`src/rtl/load_store_unit_if.sv`:
```
// load_store_unit_if: core request/response handshake and data-memory port of the load/store unit.
interface load_store_unit_if;
    logic        req_valid;
    logic        req_ready;
    logic        req_we;
    logic [31:0] req_addr;
    logic [1:0]  req_size;
    logic        req_unsigned;
    logic [31:0] req_wdata;
    logic        resp_valid;
    logic        resp_ready;
    logic [31:0] resp_rdata;
    logic        resp_err;
    logic        mem_we;
    logic [31:0] mem_a;
    logic [31:0] mem_wd;
    logic [31:0] mem_rd;
    modport master (
        output req_valid, req_we, req_addr, req_size, req_unsigned, req_wdata, resp_ready, mem_rd,
        input  req_ready, resp_valid, resp_rdata, resp_err, mem_we, mem_a, mem_wd
    );
    modport slave (
        input  req_valid, req_we, req_addr, req_size, req_unsigned, req_wdata, resp_ready, mem_rd,
        output req_ready, resp_valid, resp_rdata, resp_err, mem_we, mem_a, mem_wd
    );
endinterface

```
`src/rtl/load_store_unit.sv`:
```
// load_store_unit: single-outstanding load/store engine with lane extraction,
// sign extension and read-modify-write for sub-word stores.
module load_store_unit #(
    parameter int MEM_IDX_W = 10
) (
    input logic              clk,
    input logic              rst,
    load_store_unit_if.slave bus
);
    typedef enum logic [1:0] {IDLE, RD, WR, RESP} state_t;
    state_t                 state, state_nx;
    logic [MEM_IDX_W+1:0]   addr_q;
    logic [31:0]            wdata_q, word_q, mask, ld;
    logic [15:0]            lane;
    logic [4:0]             sh;
    logic [1:0]             size_q;
    logic                   uns_q, we_q, err_q, hs, mis;
    assign hs  = bus.req_valid & bus.req_ready;
    assign mis = (bus.req_size == 2'd3) | (bus.req_size == 2'd1 & bus.req_addr[0]) |
                 (bus.req_size == 2'd2 & |bus.req_addr[1:0]);
    always_ff @(posedge clk or negedge rst) begin
        if (!rst) begin
            state   <= IDLE;
            addr_q  <= '0;
            wdata_q <= '0;
            word_q  <= '0;
            size_q  <= '0;
            uns_q   <= 1'b0;
            we_q    <= 1'b0;
            err_q   <= 1'b0;
        end else begin
            state <= state_nx;
            if (hs) begin
                addr_q  <= bus.req_addr[MEM_IDX_W+1:0];
                wdata_q <= bus.req_wdata;
                size_q  <= bus.req_size;
                uns_q   <= bus.req_unsigned;
                we_q    <= bus.req_we;
                err_q   <= mis;
            end
            if (state == RD) word_q <= bus.mem_rd;
        end
    end
    always_comb begin
        state_nx = state;
        case (state)
            IDLE:    if (hs) state_nx = mis ? RESP : (bus.req_we && bus.req_size == 2'd2) ? WR : RD;
            RD:      state_nx = we_q ? WR : RESP;
            WR:      state_nx = RESP;
            default: if (bus.resp_ready) state_nx = IDLE;
        endcase
    end
    // Lane shift works for halves too because only aligned halves reach here.
    assign sh   = {addr_q[1:0], 3'b000};
    assign lane = 16'(word_q >> sh);
    assign mask = (size_q == 2'd0 ? 32'h0000_00FF : 32'h0000_FFFF) << sh;
    assign ld   = size_q == 2'd0 ? {{24{~uns_q & lane[7]}}, lane[7:0]} :
                  size_q == 2'd1 ? {{16{~uns_q & lane[15]}}, lane} : word_q;
    assign bus.req_ready  = rst & (state == IDLE);
    assign bus.resp_valid = state == RESP;
    assign bus.resp_err   = (state == RESP) & err_q;
    assign bus.resp_rdata = (state == RESP && !we_q && !err_q) ? ld : '0;
    assign bus.mem_we     = state == WR;
    assign bus.mem_a      = {{(32-MEM_IDX_W){1'b0}}, addr_q[MEM_IDX_W+1:2]};
    assign bus.mem_wd     = size_q == 2'd2 ? wdata_q : (word_q & ~mask) | ((wdata_q << sh) & mask);
endmodule

```
`src/flat_wrapper.sv`:
```
// flat-port wrapper written by rule: the top's interface ports become plain ports
module load_store_unit_flat 
#(
    parameter int MEM_IDX_W = 10
)
  (clk, rst, bus_req_valid, bus_req_we, bus_req_addr, bus_req_size, bus_req_unsigned, bus_req_wdata, bus_resp_ready, bus_mem_rd, bus_req_ready, bus_resp_valid, bus_resp_rdata, bus_resp_err, bus_mem_we, bus_mem_a, bus_mem_wd);
  load_store_unit_if bus_i ();
  input logic clk;
  input logic rst;
  input wire logic [$bits(bus_i.req_valid)-1:0] bus_req_valid;
  input wire logic [$bits(bus_i.req_we)-1:0] bus_req_we;
  input wire logic [$bits(bus_i.req_addr)-1:0] bus_req_addr;
  input wire logic [$bits(bus_i.req_size)-1:0] bus_req_size;
  input wire logic [$bits(bus_i.req_unsigned)-1:0] bus_req_unsigned;
  input wire logic [$bits(bus_i.req_wdata)-1:0] bus_req_wdata;
  input wire logic [$bits(bus_i.resp_ready)-1:0] bus_resp_ready;
  input wire logic [$bits(bus_i.mem_rd)-1:0] bus_mem_rd;
  output wire logic [$bits(bus_i.req_ready)-1:0] bus_req_ready;
  output wire logic [$bits(bus_i.resp_valid)-1:0] bus_resp_valid;
  output wire logic [$bits(bus_i.resp_rdata)-1:0] bus_resp_rdata;
  output wire logic [$bits(bus_i.resp_err)-1:0] bus_resp_err;
  output wire logic [$bits(bus_i.mem_we)-1:0] bus_mem_we;
  output wire logic [$bits(bus_i.mem_a)-1:0] bus_mem_a;
  output wire logic [$bits(bus_i.mem_wd)-1:0] bus_mem_wd;
  assign bus_i.req_valid = bus_req_valid;
  assign bus_i.req_we = bus_req_we;
  assign bus_i.req_addr = bus_req_addr;
  assign bus_i.req_size = bus_req_size;
  assign bus_i.req_unsigned = bus_req_unsigned;
  assign bus_i.req_wdata = bus_req_wdata;
  assign bus_i.resp_ready = bus_resp_ready;
  assign bus_i.mem_rd = bus_mem_rd;
  assign bus_req_ready = bus_i.req_ready;
  assign bus_resp_valid = bus_i.resp_valid;
  assign bus_resp_rdata = bus_i.resp_rdata;
  assign bus_resp_err = bus_i.resp_err;
  assign bus_mem_we = bus_i.mem_we;
  assign bus_mem_a = bus_i.mem_a;
  assign bus_mem_wd = bus_i.mem_wd;
  load_store_unit #(.MEM_IDX_W(MEM_IDX_W)) u_core (.clk(clk), .rst(rst), .bus(bus_i));
endmodule
```
`config.mk`:
```
export PLATFORM = sky130hd
export DESIGN_NAME = load_store_unit_flat
export DESIGN_NICKNAME = d
export VERILOG_FILES = /design/src/rtl/load_store_unit_if.sv /design/src/rtl/load_store_unit.sv /design/src/flat_wrapper.sv
export SDC_FILE = /design/constraint.sdc
export NUM_CORES = 1
export LEC_CHECK = 0
export CORE_MARGIN = 5
export CORE_UTILIZATION = 35
export CTS_BUF_LIST = sky130_fd_sc_hd__clkbuf_4 sky130_fd_sc_hd__clkbuf_8
export CTS_CLUSTER_SIZE = 30
export DETAILED_ROUTE_END_ITERATION = 7
export GPL_ROUTABILITY_DRIVEN = 0
export PLACE_DENSITY = 0.73
export SLEW_MARGIN = 5
export SYNTH_ARGS = -nofsm -noshare
export SYNTH_HDL_FRONTEND = slang
export SYNTH_SLANG_ARGS = --single-unit
```
`constraint.sdc`:
```
create_clock -name clk -period 2.15 [get_ports clk]
set_clock_uncertainty 0.2 [all_clocks]
set_input_delay 0.645 -clock clk [delete_from_list [all_inputs] [get_ports clk]]
set_output_delay 0.645 -clock clk [all_outputs]
set_load 0.02 [all_outputs]
```
==> flow_metrics.env <==
export IMPL_gr_total_overflow=0
export IMPL_cp_arrival_ns=2.10
export IMPL_hold_viol_final=0
export IMPL_firstDrtPassIters=5
export IMPL_synth_area_top_cells="dfrtp_1 (40%), mux2_2 (21%), buf_4 (5.1%)"
export IMPL_core_um2=14480
export IMPL_grt_pass1_vias=5204
export IMPL_drc=0
export IMPL_yosysUniqueCellTypes=44
export IMPL_num_nets_final=850
export IMPL_rsz0062_at_grt="true"
export IMPL_die_area_um2=17230
export IMPL_failed_checks="negative setup slack"
export IMPL_post_drt_via_cell_ratio=5.355
export IMPL_vdd_drop_max_mv=1.117
export IMPL_synthTopCellsByCount="mux2_2 (95), dfrtp_1 (83), a21oi_1 (44), nand2_1 (39)"
export IMPL_postRouteAntennaNets=0
export IMPL_dp_final_hpwl_um=14400
export IMPL_critPathCaptureType="output port"
export IMPL_fp_dieW_um=131.3
export IMPL_synth_warnings=0
export IMPL_whs_ns=0.05258
export IMPL_avgSynthCellArea_um2=10.29
export IMPL_status="complete, but fails checks"
export IMPL_total_power_uw=17050
export IMPL_synth_cells=500
export IMPL_p_leak_uw=0.003815
export IMPL_grt_total_usage_pct=21.28
export IMPL_wl_per_cell_um=21.24
export IMPL_synth_top_area_share_pct=40.35
export IMPL_initial_core_util_pct=35.55
export IMPL_crit_required_ns=1.30
export IMPL_syn2layout_area_growth_pct=73.43
export IMPL_worst_slack_ns=-0.7999
export IMPL_clkLatencyLatePin_ns=0.37
export IMPL_ys_seq_area_share_pct=40.35
export IMPL_yosysMostFrequentCell="mux2_2"
export IMPL_cts_made_buffers=9
export IMPL_drt_initial_drc_count=381
export IMPL_hp_class="primary input to asynchronous set/reset pin"
export IMPL_drive_above_1_share_pct=58.66
export IMPL_port_buffers=161
export IMPL_antenna_found_initial=0
export IMPL_async_flop_share_pct=100.0
export IMPL_synth_edf_count=0
export IMPL_ys_flop_type="dfrtp_1"
export IMPL_clk_pin_slew_ns=0.08
export IMPL_crit_type="flip-flop to output port"
export IMPL_start_kind="flip-flop"
export IMPL_placed_area_um2=7910
export IMPL_wl_um=19730
export IMPL_die_y_um=131.3
export IMPL_diodes=0
export IMPL_io_pin_count=204
export IMPL_yosysTopAreaCell="dfrtp_1"
export IMPL_clock_sinks=83
export IMPL_hold_buffers=0
export IMPL_period_needed_ns=2.950
export IMPL_max_cap_viol_count=0
export IMPL_maxSlewHeadroom_pct=41.92
export IMPL_period_share_pct=137.2
export IMPL_vias=4975
export IMPL_fill_cells=1109
export IMPL_ys_seq_elements=83
export IMPL_clock_path_buffers=2
export IMPL_grt_max_degree=68
export IMPL_grt_pass1_wl_um=29310
export IMPL_worst_pin_slew_ns=0.8712
export IMPL_std_cell_rows=44
export IMPL_fmax_mhz=339.0
export IMPL_stdcell_area_um2=8927
export IMPL_power_density_nw_per_um2=1910
export IMPL_cts_tree="yes"
export IMPL_finalMaxSlewViolations=0
export IMPL_synthesis_area_um2=5147
export IMPL_htree_levels=3
export IMPL_worst_path_max_fanout=8
export IMPL_root_buffer="clkbuf_8"
export IMPL_setup_violations=67
[worst paths after layout]
check / start / slack [ns] / cells past startpoint / endpoint
worst max-delay path: u_core.addr_q[1]$_DFFE_PN0P_ / -0.80 / 7 / bus_resp_rdata[17]
worst min-delay path: rst / 0.05 / 2 / u_core.word_q[24]$_DFFE_PN0N_
worst max register to register: u_core.state[1]$_DFFE_PN0P_ / 0.20 / 7 / u_core.wdata_q[12]$_DFFE_PN0P_
worst min register to register: u_core.addr_q[11]$_DFFE_PN0P_ / 0.31 / 1 / u_core.addr_q[11]$_DFFE_PN0P_
max in group asynchronous: rst / 0.52 / 3 / u_core.size_q[1]$_DFFE_PN0P_
min in group clk: u_core.addr_q[11]$_DFFE_PN0P_ / 0.31 / 1 / u_core.addr_q[11]$_DFFE_PN0P_
[sequential cells by signal, summed over array words and instances, names as in the netlist]
name            flops
u_core.wdata_q     32
u_core.word_q      32
u_core.addr_q      12
u_core.size_q       2
u_core.state        2
u_core.err_q        1
u_core.uns_q        1
u_core.we_q         1
[layout by cell type (no fill, tap or decap), types with 7 or more instances in the layout]
cell type,n
a21o_1,7
a21oi_1,13
a21oi_2,11
a21oi_4,20
a22oi_2,9
buf_12,8
buf_4,91
buf_6,84
clkbuf_8,10
clkdlybuf4s50_1,82
conb_1,22
dfrtp_1,80
dlygate4sd2_1,10
mux2_2,80
mux2_4,16
mux2i_1,7
nand2_1,33
nand2b_4,7
o21ai_2,22
o221a_4,8
[cell type report]
cell class | instances | area, µm² | area share (%)
sequential | 83 | 2081 | 23.31
tap | 184 | 230.2 | 2.579
multi-input combinational | 363 | 3680 | 41.22
clock inverter | 5 | 30.03 | 0.3364
timing repair buffer | 277 | 2738 | 30.67
inverter | 7 | 31.28 | 0.3504
clock buffer | 10 | 137.6 | 1.542
[repair_timing]
item	CTS	global route
pin swaps	17	23
resized for setup	495	62
gates cloned	1	1
buffers inserted	15	4
setup endpoints to repair	78	68
[power breakdown]
group          switching [µW]  total [µW]  internal [µW]
clock network             592        1030            438
logic                    6280       12800           6540
registers                 828        3200           2370
total                    7700       17100           9350
[cells by family (layout without fill, tap and decap cells)]
kind of cell,Yosys count,after routing,synth area share [%]
mux,108,108,23.41
xor+xnor,1,1,0.1702
fa+ha+maj,5,5,1.215
compound gates,141,142,17.72
simple gates,85,85,8.240
flops,83,83,40.35
other cells,1,22,0.07285
buf+inv,76,299,8.824
[layer usage]
| metal | global-route usage (%) | vias to the layer above | part of all wire (%) |
|---|---|---|---|
| li1 | - | 2253 | - |
| met1 | 27.52 | 2431 | 42 |
| met2 | 36.20 | 261 | 49 |
| met3 | 4.587 | 30 | 7.4 |
| met4 | 5.600 | 0 | 1.7 |
| met5 | 0 | - | 0 |
[per-stage QoR]
step | util [%] | instances | TNS, ns | setup slack [ns]
floorplan | - | 521 | -9.692 | -0.3120
global placement | 54.63 | 896 | -52.53 | -0.9260
detailed placement | 54.63 | 896 | -56.03 | -1.007
CTS | 59.52 | 927 | -46.33 | -0.8065
global route | 61.66 | 929 | -51.85 | -0.8744
finish | 61.66 | 929 | -47.24 | -0.7999
[critical path, stage by stage (launching register included)]
cell and delay (ns):
dfrtp_2 0.44, buf_6 0.16, or3b_4 0.38, a21boi_2 0.18, o21ai_4 0.13, buf_12 0.18
a21oi_4 0.13, buf_6 0.13
Power figures use the tool's default switching activity.
